File: src/rtl/cla_pkg.sv
// Shared carry-lookahead definitions: group size limit, group count helper
// and the propagate/generate pair carried between lookahead levels.
package cla_pkg;

  localparam int CLA_MAX_GROUP = 4;

  typedef struct packed {
    logic p;
    logic g;
  } cla_pg_t;

  function automatic int cla_ngroups(input int width, input int group);
    return (width + group - 1) / group;
  endfunction

endpackage

File: src/rtl/cla_group.sv
// N-bit lookahead block: group propagate/generate plus the carry out of every
// position, each carry expanded directly from c rather than rippled.
module cla_group #(
  parameter int N = 4
) (
  input  logic [N-1:0] p,
  input  logic [N-1:0] g,
  input  logic         c,
  output logic         pout,
  output logic         gout,
  output logic [N-1:0] cout
);

  always_comb begin
    pout = &p;
    gout = 1'b0;
    for (int i = 0; i < N; i++) begin
      gout = g[i] | (p[i] & gout);
    end
  end

  always_comb begin
    logic acc_g;
    logic acc_p;
    cout  = '0;
    acc_g = 1'b0;
    acc_p = 1'b1;
    for (int i = 0; i < N; i++) begin
      acc_g   = 1'b0;
      acc_p   = 1'b1;
      for (int j = 0; j <= i; j++) begin
        acc_g = g[j] | (p[j] & acc_g);
        acc_p = acc_p & p[j];
      end
      cout[i] = acc_g | (acc_p & c);
    end
  end

endmodule

File: src/rtl/pipe_cla_addsub.sv
// Two-stage pipelined carry-lookahead adder/subtractor with valid/ready flow.
// Subtraction via the sub port is honoured only when PIPE_CLA_SUB_EN is defined.
module pipe_cla_addsub
  import cla_pkg::*;
#(
  parameter int WIDTH = 25,
  parameter int GROUP = 4
) (
  input  logic             clk,
  input  logic             rst_n,
  input  logic             in_valid,
  output logic             in_ready,
  input  logic [WIDTH-1:0] in1,
  input  logic [WIDTH-1:0] in2,
  input  logic             sub,
  output logic             out_valid,
  input  logic             out_ready,
  output logic [WIDTH-1:0] S,
  output logic             Cout
);

  localparam int NG = cla_ngroups(WIDTH, GROUP);
  localparam int PW = NG * GROUP;
  localparam int NS = cla_ngroups(NG, CLA_MAX_GROUP);
  localparam int PS = NS * CLA_MAX_GROUP;

  logic [WIDTH-1:0] b_eff;
  logic             cin_d;

`ifdef PIPE_CLA_SUB_EN
  assign b_eff = sub ? ~in2 : in2;
  assign cin_d = sub;
`else
  assign b_eff = in2;
  assign cin_d = 1'b0;
`endif

  // Pad the short last group with p=1/g=0 so it passes its carry straight through.
  logic [PW-1:0] p_d, g_d;
  always_comb begin
    p_d            = '1;
    g_d            = '0;
    p_d[WIDTH-1:0] = in1 ^ b_eff;
    g_d[WIDTH-1:0] = in1 & b_eff;
  end

  cla_pg_t [NG-1:0] grp_d;
  logic    [PW-1:0] unused_l1_cout;

  for (genvar k = 0; k < NG; k++) begin : g_l1
    cla_group #(.N(GROUP)) u_grp (
      .p    (p_d[k*GROUP +: GROUP]),
      .g    (g_d[k*GROUP +: GROUP]),
      .c    (1'b0),
      .pout (grp_d[k].p),
      .gout (grp_d[k].g),
      .cout (unused_l1_cout[k*GROUP +: GROUP])
    );
  end

  // Valid/ready: a beat moves across an interface in any cycle where valid and
  // ready are both 1; a stage advances when it is empty or its successor advances.
  logic s1_valid, s2_valid, s2_advance, s1_load, s2_load;
  assign s2_advance = !s2_valid || out_ready;
  assign in_ready   = !s1_valid || s2_advance;
  assign s1_load    = in_valid && in_ready;
  assign s2_load    = s1_valid && s2_advance;
  assign out_valid  = s2_valid;

  always_ff @(posedge clk or negedge rst_n) begin
    if (!rst_n) begin
      s1_valid <= 1'b0;
      s2_valid <= 1'b0;
    end else begin
      if (s1_load)         s1_valid <= 1'b1;
      else if (s2_advance) s1_valid <= 1'b0;
      if (s2_advance)      s2_valid <= s1_valid;
    end
  end

  logic    [PW-1:0] s1_p, s1_g;
  cla_pg_t [NG-1:0] s1_grp;
  logic             s1_cin;

  always_ff @(posedge clk) begin
    if (s1_load) begin
      s1_p   <= p_d;
      s1_g   <= g_d;
      s1_grp <= grp_d;
      s1_cin <= cin_d;
    end
  end

  logic [PS-1:0] sp, sg;
  always_comb begin
    sp = '1;
    sg = '0;
    for (int k = 0; k < NG; k++) begin
      sp[k] = s1_grp[k].p;
      sg[k] = s1_grp[k].g;
    end
  end

  // Second level: super-groups of group p/g, chained by their carry out.
  logic [PS-1:0] gcout;
  logic [NS:0]   sc;
  logic [NS-1:0] unused_sp, unused_sg;
  assign sc[0] = s1_cin;

  for (genvar j = 0; j < NS; j++) begin : g_l2
    cla_group #(.N(CLA_MAX_GROUP)) u_sgrp (
      .p    (sp[j*CLA_MAX_GROUP +: CLA_MAX_GROUP]),
      .g    (sg[j*CLA_MAX_GROUP +: CLA_MAX_GROUP]),
      .c    (sc[j]),
      .pout (unused_sp[j]),
      .gout (unused_sg[j]),
      .cout (gcout[j*CLA_MAX_GROUP +: CLA_MAX_GROUP])
    );
    assign sc[j+1] = gcout[j*CLA_MAX_GROUP + CLA_MAX_GROUP - 1];
  end

  logic [NG-1:0] gc;
  always_comb begin
    gc    = '0;
    gc[0] = s1_cin;
    for (int k = 1; k < NG; k++) gc[k] = gcout[k-1];
  end

  logic [PW-1:0] bc;
  logic [NG-1:0] unused_bp, unused_bg;

  for (genvar k = 0; k < NG; k++) begin : g_bits
    cla_group #(.N(GROUP)) u_bgrp (
      .p    (s1_p[k*GROUP +: GROUP]),
      .g    (s1_g[k*GROUP +: GROUP]),
      .c    (gc[k]),
      .pout (unused_bp[k]),
      .gout (unused_bg[k]),
      .cout (bc[k*GROUP +: GROUP])
    );
  end

  logic [PW-1:0] ci;
  always_comb begin
    ci    = '0;
    ci[0] = s1_cin;
    for (int i = 1; i < PW; i++) ci[i] = bc[i-1];
  end

  logic [WIDTH-1:0] sum_d;
  logic             cout_d;
  logic             unused_bits;
  assign sum_d       = s1_p[WIDTH-1:0] ^ ci[WIDTH-1:0];
  assign cout_d      = sc[NS];
  assign unused_bits = ^{s1_p, ci, bc, gcout, sub};

  always_ff @(posedge clk or negedge rst_n) begin
    if (!rst_n) begin
      S    <= '0;
      Cout <= 1'b0;
    end else if (s2_load) begin
      S    <= sum_d;
      Cout <= cout_d;
    end
  end

endmodule

File: config.mk
export PLATFORM = sky130hd
export DESIGN_NAME = pipe_cla_addsub
export DESIGN_NICKNAME = d
export VERILOG_FILES = /design/src/rtl/cla_pkg.sv /design/src/rtl/cla_group.sv /design/src/rtl/pipe_cla_addsub.sv
export SDC_FILE = /design/constraint.sdc
export NUM_CORES = 1
export LEC_CHECK = 0
export CAP_MARGIN = 10
export CORE_MARGIN = 5
export CORE_UTILIZATION = 30
export CTS_BUF_LIST = sky130_fd_sc_hd__clkbuf_2
export DETAILED_ROUTE_END_ITERATION = 10
export DONT_BUFFER_PORTS = 1
export GPL_ROUTABILITY_DRIVEN = 0
export GPL_TIMING_DRIVEN = 0
export PLACE_DENSITY = 0.45
export SETUP_SLACK_MARGIN = 0.2
export SYNTH_ARGS = -nofsm -noshare
export SYNTH_HDL_FRONTEND = slang
export SYNTH_SLANG_ARGS = --single-unit
File: constraint.sdc
create_clock -name clk -period 3.25 [get_ports clk]
set_clock_uncertainty 0.2 [all_clocks]
set_input_delay 0.65 -clock clk [delete_from_list [all_inputs] [get_ports clk]]
set_output_delay 0.65 -clock clk [all_outputs]
set_load 0.05 [all_outputs]
## Yosys cells after proc, flatten, opt, wreduce, memory -nomap -nowiden

Cells that the tools add are included.

- Bits in registers: 90
- Bits in latches: 0
- RAM bits: 0
- Bits in read-only memories: 0
- Bits of input ports: 55
- Output and inout port bits: 28
- Logic and storage cells: 179
- Memories: 0

- Add/subtract/negate cells: 0
- Multipliers: 0
- Divide/modulo/power cells: 0
- $lt $le $gt $ge: 0
- Equality and inequality tests: 0
- Shifts and indexed selects: 0
- Muxes and demuxes: 2
- Bitwise operators: 146
- Reductions and logical operators: 12

Operator list:

| cell | count |
|---|---|
| 1-bit AND | 80 |
| 1-bit OR | 63 |
| 25-bit bitwise XOR | 2 |
| 25-bit AND | 1 |
| 4-bit AND reduction | 5 |
| 1-bit logical AND | 2 |
| 1-bit logical NOT | 2 |
| 1-bit logical OR | 2 |
| 1-bit two-way mux | 2 |
| 2-bit nonzero test | 1 |

## Logic depth before layout (Yosys ltp)

Gate-level depths: netlist of the first run.

- Depth in word-level cells: 11
- Gate-level depth with buffers: 8

## Modules after synthesis

Synthesis of the first run repeated with hierarchy kept, for this count alone.

- Cell total of the unflattened synthesis: 356
- Area total of the unflattened synthesis: 4672.0 sq um

Modules (own cells, without submodules):

| module | times used | cells each | area each (sq um) | seq. area each (sq um) |
|---|---|---|---|---|
| pipe_cla_addsub | 1 | 176 | 3583.4 | 2592.5 |
| cla_group | 15 | 12 | 72.6 | 0.0 |

## Worst setup path before layout of the first run

Ideal clock, no wire load.

- Path type: reg-to-reg
- From: register s2_valid (netlist: out_valid)
- To: register s1_g[0], enable pin
- Data arrival time: 2.637 ns
- Required time: 2.625 ns
- Path slack: -0.012 ns
- Stages on the path, launching flop included: 3
- Clock period less this slack: 3.262 ns
- Cells stage by stage: dfrtp_1 > nand3b_1 > and2_1

- Longest elaborated chain between the ends: 4

Ends and longest elaborated chain:

| element | line | RTL |
|---|---|---|
| from (decl) | pipe_cla_addsub.sv:63 | `logic s1_valid, s2_valid, s2_advance, s1_load, s2_load;` |
| from (signal assigned) | pipe_cla_addsub.sv:77 | `if (s2_advance) s2_valid <= s1_valid;` |
| 1-bit logical NOT | pipe_cla_addsub.sv:64 | `assign s2_advance = !s2_valid \|\| out_ready;` |
| 1-bit logical OR | pipe_cla_addsub.sv:64 |  |
| 1-bit logical OR | pipe_cla_addsub.sv:65 | `assign in_ready = !s1_valid \|\| s2_advance;` |
| via in_ready | pipe_cla_addsub.sv:12 | `output logic in_ready,` |
| 1-bit logical AND | pipe_cla_addsub.sv:66 | `assign s1_load = in_valid && in_ready;` |
| via s1_load | pipe_cla_addsub.sv:63 |  |
| to (signal assigned) | pipe_cla_addsub.sv:88 | `s1_g <= g_d;` |
| to (decl) | pipe_cla_addsub.sv:81 | `logic [PW-1:0] s1_p, s1_g;` |

The timed path passes the listed nets, and every way through them passes these cells.
A chain may end at the register's enable or synchronous reset.

## Worst setup path in the final report of the first run

- From: register s2_valid (netlist: out_valid)
- To: register s1_grp[6] in the netlist's numbering, enable pin

- Longest elaborated chain between the ends: 4

Ends and longest elaborated chain:

| element | line | RTL |
|---|---|---|
| 1-bit logical NOT | pipe_cla_addsub.sv:64 |  |
| 1-bit logical OR | pipe_cla_addsub.sv:64 |  |
| 1-bit logical OR | pipe_cla_addsub.sv:65 |  |
| via in_ready | pipe_cla_addsub.sv:12 |  |
| 1-bit logical AND | pipe_cla_addsub.sv:66 |  |
| via s1_load | pipe_cla_addsub.sv:63 |  |
| to (signal assigned) | pipe_cla_addsub.sv:89 | `s1_grp <= grp_d;` |
| to (decl) | pipe_cla_addsub.sv:82 | `cla_pg_t [NG-1:0] s1_grp;` |

The timed path passes the listed nets, and every way through them passes these cells.

==> impl_metrics.yaml, run 1 <==
status:
  run_status: "complete, no violations"
synthesis:
  synthMostInstantiatedCell: "edfxtp_1"
  yosysUniqueCellTypes: 38
  synth_simple_gate_area_share_pct: 14.4
  synth_common_cells: "edfxtp_1 (61), dfrtp_1 (28), ha_1 (28), nand2_1 (27), o21ai_0 (23)"
  fraction_of_synthesized_area_in_multiplexers_pct: 0.525
  dominant_combinational_cell_family_by_area_after_synthesis: "simple AND/OR/NAND/NOR gates"
  post_synth_main_area_contributors: "edfxtp_1 (45%), dfrtp_1 (17%), ha_1 (8.6%)"
  synth_compound_gate_area_share_pct: 11.0
  ys_ff_latch: 89
  async_reset_ff_share_pct: 31.5
  netlist.area_leader.share_pct: 45.2
  synth.yosys.seq_area_share_pct: 62.5
  synth_flop_cell: "edfxtp_1"
  synth_fp_nets: 390
  post_synth_instance_area_mm2: 0.00405
  synth_largest_area_cell: "edfxtp_1"
  synth.yosys.warnings: 0
  synthAdderAreaFrac_pct: 8.65
  post_synth_inst_count: 307
  post_synth.cell_area_avg_um2: 13.2
  area_share_of_xor_xnor_cells_in_the_synthesized_design_pct: 1.95
  synth-edff-count: 61
route:
  drc_errors: 0
  ant_nets: 0
  routed-via-count: 2441
  totalWireLength_mm: 8.86
  drt-pass1-iter-count: 4
  drt-wirelength-per-cell_um: 17.6
  drt_iter0_drc: 165
  detail_route.vias_per_cell: 4.84
timing:
  period_utilization_post_route_pct: 84.4
  timing.final.max_slew_violations: 0
  timing.final.setup_violations: 0
  fmax_mhz: 364
  finalSetupTns_ns: 0
  rsz0062_at_grt: "no"
  min_period_ns: 2.74
  hold_violations: 0
  worst-slew-pin-transition_ns: 0.662
  worst_setup_slack_after_layout_ns: 0.506
  slew_headroom_pct: 55.9
global_routing:
  grt_antenna_before_repair: 1
  grt_first_pass_wirelength_mm: 14.1
  grt_start_max_net_pins: 36
  groute.usage.overall_pct: 11.5
  global_route.overflow_total: 0
  grt_pass1_vias: 2556
clocking:
  tritoncts.num_buffers: 9
  clock_insertion_delay_at_the_later_pin_of_the_skew_report_ns: 0.53
  post_cts_resize_count: 0
  cts_max_path_buffers: 2
  clock_sink_count: 89
  clock_pin_transition_on_the_worst_setup_and_hold_timing_paths_ns: 0.22
  cts_setup_buffers: 0
  cts_tree: "yes"
  cts_max_level: 3
  cts_root_buf: "clkbuf_2"
  postCtsHoldBufs: 3
layout:
  number_of_nets_in_the_final_layout: 405
  drive_gt1_share_pct: 8.87
  multiInputGateArea_mm2: 0.00148
  final_design_area_no_fill_mm2: 0.00444
  num-fill-cells: 1370
  area_growth_pct: 9.51
  layout.area.seq_mm2: 0.00253
  fin_util_pct: 33.5
worst_setup_path:
  critical_path.slowest_cell: "and2_2"
  critical_path.startpoint: "out_valid"
  crit_chain: "nand3b_1 -> and2_2 -> buf_12"
  largest_incremental_delay_on_the_critical_path_ns: 0.69
  end_kind: "flop"
  worst_ep_arrival_time_ns: 2.79
  critical_path_launch_point_type: "flop"
  worstSetupPathType: "flop to flop"
  crit_path_max_fanout: 35
  regToRegSetupSlack_ns: 0.51
  cp_data_required_time_ns: 3.30
  rr_startpoint: "out_valid"
power_and_ir_drop:
  power-per-cell-area_mw_per_mm2: 583
  p_leak_nw: 1.67
  power_mw: 2.59
  peakVddDrop_mv: 0.122
hold_path:
  hp-class: "input port to flop"
  worstHoldStart: "in2[0]"
floorplan:
  core-area_mm2: 0.0132
  dieWidth_um: 126
  initial_utilization_pct: 30.6
  pin_count: 83
  fp.dieH_um: 126
  placement_rows: 42
  design.die.area_mm2: 0.0159
placed_design:
  pre_cts_ws_ns: 0.530
  placed_area_mm2: 0.00429
  port_buffers: 0
  place_hpwl_mm: 6.60
flow_run:
  max_cap_violations: 0
worst paths after layout:
path | cells past startpoint | end
setup / recovery | 3 | s1_grp[6]
hold / removal | 1 | s1_p[0]
setup reg to reg | 3 | s1_grp[6]
hold reg to reg | 2 | S[0]
max in group asynchronous | 2 | S[15]
min in group asynchronous | 2 | S[2]
logic make-up (layout without fill, tap and decap cells):
family,count (synthesis),count (layout)
AND/OR/NAND/NOR,102,102
flip-flops,89,89
AO/OA/AOI/OAI,67,67
adder cells (fa/ha/maj),28,28
buffers and inverters,10,30
XOR/XNOR,9,9
multiplexers,2,2
other,0,1
placed cells by master (no fill, tap or decap), types with 3 or more instances in the layout:
master | Yosys | layout
nor2_1 | 8 | 8
clkbuf_2 | 0 | 11
or2_2 | 4 | 4
inv_1 | 4 | 4
and4_1 | 5 | 5
nand2_1 | 27 | 27
a21oi_1 | 19 | 19
o21ai_0 | 23 | 23
nor2b_1 | 7 | 7
o211ai_1 | 3 | 3
or4_1 | 9 | 9
or3_1 | 3 | 3
o21ai_1 | 3 | 3
a211oi_1 | 4 | 4
dfrtp_1 | 28 | 28
a21o_1 | 6 | 6
nand2b_1 | 11 | 11
nand3_1 | 8 | 8
buf_2 | 3 | 3
clkinv_1 | 0 | 3
xnor2_1 | 8 | 8
edfxtp_1 | 61 | 61
ha_1 | 28 | 28
nor3b_1 | 12 | 12
sequential cells by signal, summed over array words and instances, names as in the netlist:
register,count
s1_valid,1
s1_grp,13
Cout,1
S,25
s1_g,24
s1_p,24
out_valid,1
stage by stage:
stage	cells	hold WS, ns
final	504	0.0978
after global routing	504	0.0257
after CTS	503	0.0248
after detailed placement	484	0.155
after global placement	483	0.155
after floorplan	307	0.154
report_power, final:
group	switching (mW)	leakage [nW]	internal [mW]
logic	0.181	0.669	0.134
registers	0.379	0.932	1.36
clock network	0.353	0.0684	0.176
total	0.914	1.67	1.67
worst max-delay path: cells and delay by family (launching register included):
kind	cells	cell delay, ns
buffers and inverters	1	0.29
DFF	1	0.64
and+or+nand+nor	2	1.29
layout make-up:
class	instances	area share, %
Antenna cell	1	0.0564
Buffer	6	0.592
Clock buffer	11	1.24
Clock inverter	5	1.04
Inverter	4	0.338
Multi-Input combinational cell	208	33.3
Sequential cell	89	57.1
Tap cell	176	4.96
Timing Repair Buffer	4	1.35
metal layers:
layer	vias up	global-route usage [%]	part of all wire, %
met2	56	19.0	49
met3	11	3.73	5.6
met5	-	0	0
met1	1183	14.2	44
met4	0	4.16	1.4
li1	1191	-	-
Power figures use the tool's default switching activity.
==> inputs of run 2 (changes only) <==
--- a/config.mk
+++ b/config.mk
@@ -13,7 +13,7 @@
 export DONT_BUFFER_PORTS = 1
 export GPL_ROUTABILITY_DRIVEN = 0
 export GPL_TIMING_DRIVEN = 0
-export PLACE_DENSITY = 0.45
+export PLACE_DENSITY = 0.46
 export SETUP_SLACK_MARGIN = 0.2
 export SYNTH_ARGS = -nofsm -noshare
 export SYNTH_HDL_FRONTEND = slang
==> constraint.sdc (replaced) <==
create_clock -name clk -period 2.28 [get_ports clk]
set_clock_uncertainty 0.2 [all_clocks]
set_input_delay 0.456 -clock clk [delete_from_list [all_inputs] [get_ports clk]]
set_output_delay 0.456 -clock clk [all_outputs]
set_load 0.05 [all_outputs]
==> run 2 against run 1 <==
  * The flow now finishes with violations (negative setup slack)
  * Utilization rose by 6.1 points
  * Sequential cell count did not move
  * Routed wire length increased by 12%
  * Global-route usage rose by 1.4 points
  * Worst setup slack lost 0.60 ns
  * Combinational power up 90%
  * Clock power increased by 26%
  * Via count grew 13%
  * Final cell count up 15%
  * Sequential power grew 43%
  * Critical endpoint is now in_ready
==> impl_metrics.yaml, run 2 (same netlist as run 1, synthesis figures left out) <==
timing:
  period_utilization_post_route_pct: 104
  hold_violations: 0
  timing.final.max_slew_violations: 0
  fmax_mhz: 421
  worst_setup_slack_after_layout_ns: -0.0932
  min_period_ns: 2.37
  rsz0062_at_grt: "yes"
  slew_headroom_pct: 51.9
  worst-slew-pin-transition_ns: 0.720
  timing.final.setup_violations: 1
layout:
  final_design_area_no_fill_mm2: 0.00524
  number_of_nets_in_the_final_layout: 482
  num-fill-cells: 1335
  layout_common_cells: "dlygate4sd3_1 (78), edfxtp_1 (61), dfrtp_1 (27)"
  final_cells: 581
  leading_cell_type_in_the_layout_fill_and_taps_excluded: "dlygate4sd3_1"
  area_growth_pct: 29.3
  largest_register_ff_count: 25
  top_register: "S"
  fin_util_pct: 39.6
  registers_with_the_most_flip_flops: "S (25), s1_g (24), s1_p (24)"
  drive_gt1_share_pct: 9.90
worst_setup_path:
  critical-path-top-delay-family: "flip-flops"
  largest_incremental_delay_on_the_critical_path_ns: 0.59
  worst-path-buf-inv: 0
  cp_data_required_time_ns: 1.62
  critical_path.slowest_cell: "dfrtp_2"
  worstSetupPathType: "flop to output pin"
  critical_path.startpoint: "out_valid"
  rr_startpoint: "out_valid"
  regToRegSetupSlack_ns: 0.03
  worst_ep_arrival_time_ns: 1.72
  end_kind: "output pin"
  critical_path_launch_point_type: "flop"
  crit_chain: "nand3b_1"
  r2r-end: "s1_p[18]"
  crit_path_max_fanout: 4
  worst_r2r_path_depth: 2
route:
  detail_route.vias_per_cell: 4.74
  met2_wirelength_mm: 4.90
  drt-pass1-iter-count: 4
  drt_iter0_drc: 108
  totalWireLength_mm: 9.92
  drt-wirelength-per-cell_um: 17.1
  sum_of_routed_wire_segments_on_met1_mm: 4.21
  detailroute.wirelength.met3_um: 615
  ant_nets: 0
  routed-via-count: 2756
  drc_errors: 0
  maxUsedRoutingLayer: "met4"
floorplan:
  dieWidth_um: 126
  design.die.area_mm2: 0.0159
  pin_count: 83
  core-area_mm2: 0.0132
  initial_utilization_pct: 30.6
  fp.dieH_um: 126
  placement_rows: 42
clocking:
  cts_root_buf: "clkbuf_2"
  cts_max_path_buffers: 2
  clock_pin_transition_on_the_worst_setup_and_hold_timing_paths_ns: 0.23
  cts_max_level: 3
  tritoncts.num_buffers: 9
  cts_tree: "yes"
  clock_insertion_delay_at_the_later_pin_of_the_skew_report_ns: 0.56
  clock_sink_count: 89
global_routing:
  grt_first_pass_wirelength_mm: 15.6
  grt_pass1_vias: 2905
  grt_start_max_net_pins: 32
  global_route.overflow_total: 0
  groute.usage.overall_pct: 12.9
  grt_antenna_before_repair: 1
hold_path:
  hp-class: "input port to asynchronous set/reset pin"
placed_design:
  port_buffers: 0
  placed_area_mm2: 0.00428
  place.detailed.instances: 483
  pre_cts_ws_ns: -0.168
  place_hpwl_mm: 6.52
power_and_ir_drop:
  peakVddDrop_mv: 0.192
  power-per-cell-area_mw_per_mm2: 718
  p_leak_nw: 2.01
  power_mw: 3.76
status:
  run_status: "complete, but fails checks"
  violations: "negative setup slack"
flow_run:
  max_cap_violations: 0
## run 2: through the flow
| step | hold slack (ns) | TNS (ns) |
|---|---|---|
| final | 0.112 | -0.0932 |
| after global routing | 0.0523 | -1.63 |
| after CTS | 0.0546 | -0.179 |
| after detailed placement | -0.0387 | -11.10 |
| after global placement | -0.0387 | -10.42 |
| after floorplan | -0.0396 | 0 |
## run 2: repair_timing
action                                 in CTS  in global routing
setup endpoints to repair                  86                 74
setup buffers                               0                  1
endpoints found under the hold margin      86                  0
pin swaps                                   2                  5
hold buffers                               79                  0
resized for setup                          13                  7
gates cloned                                1                  0
## run 2: worst max path at each step
| stage | cells after the start | endpoint | slack (ns) |
|---|---|---|---|
| after detailed placement | 2 | s1_p[15] | -0.17 |
| final | 1 | in_ready | -0.09 |
| after global routing | 1 | in_ready | -0.22 |
| after floorplan | 2 | s1_g[0] | 0.08 |
| after global placement | 2 | s1_g[14] | -0.16 |
| after CTS | 1 | in_ready | -0.18 |
## run 2: metal layers
metal,GRT usage [%],up-vias
met2,21.5,59
met4,5.68,0
met3,3.64,13
met5,0,-
met1,15.5,1342
li1,-,1342
## run 2: power breakdown
group | internal (mW) | total (mW) | switching [mW]
clock | 0.160 | 0.669 | 0.508
sequential | 1.94 | 2.49 | 0.549
combinational | 0.307 | 0.600 | 0.292
total | 2.41 | 3.76 | 1.35
## run 2: layout make-up
class | count | area [um^2] | area share, %
Antenna cell | 1 | 2.50 | 0.0478
Clock buffer | 14 | 70.1 | 1.34
Inverter | 4 | 15.0 | 0.287
Buffer | 6 | 37.5 | 0.717
Sequential cell | 89 | 2530 | 48.4
Tap cell | 176 | 220 | 4.20
Clock inverter | 2 | 7.51 | 0.143
Multi-Input combinational cell | 209 | 1540 | 29.5
Timing Repair Buffer | 80 | 808 | 15.4
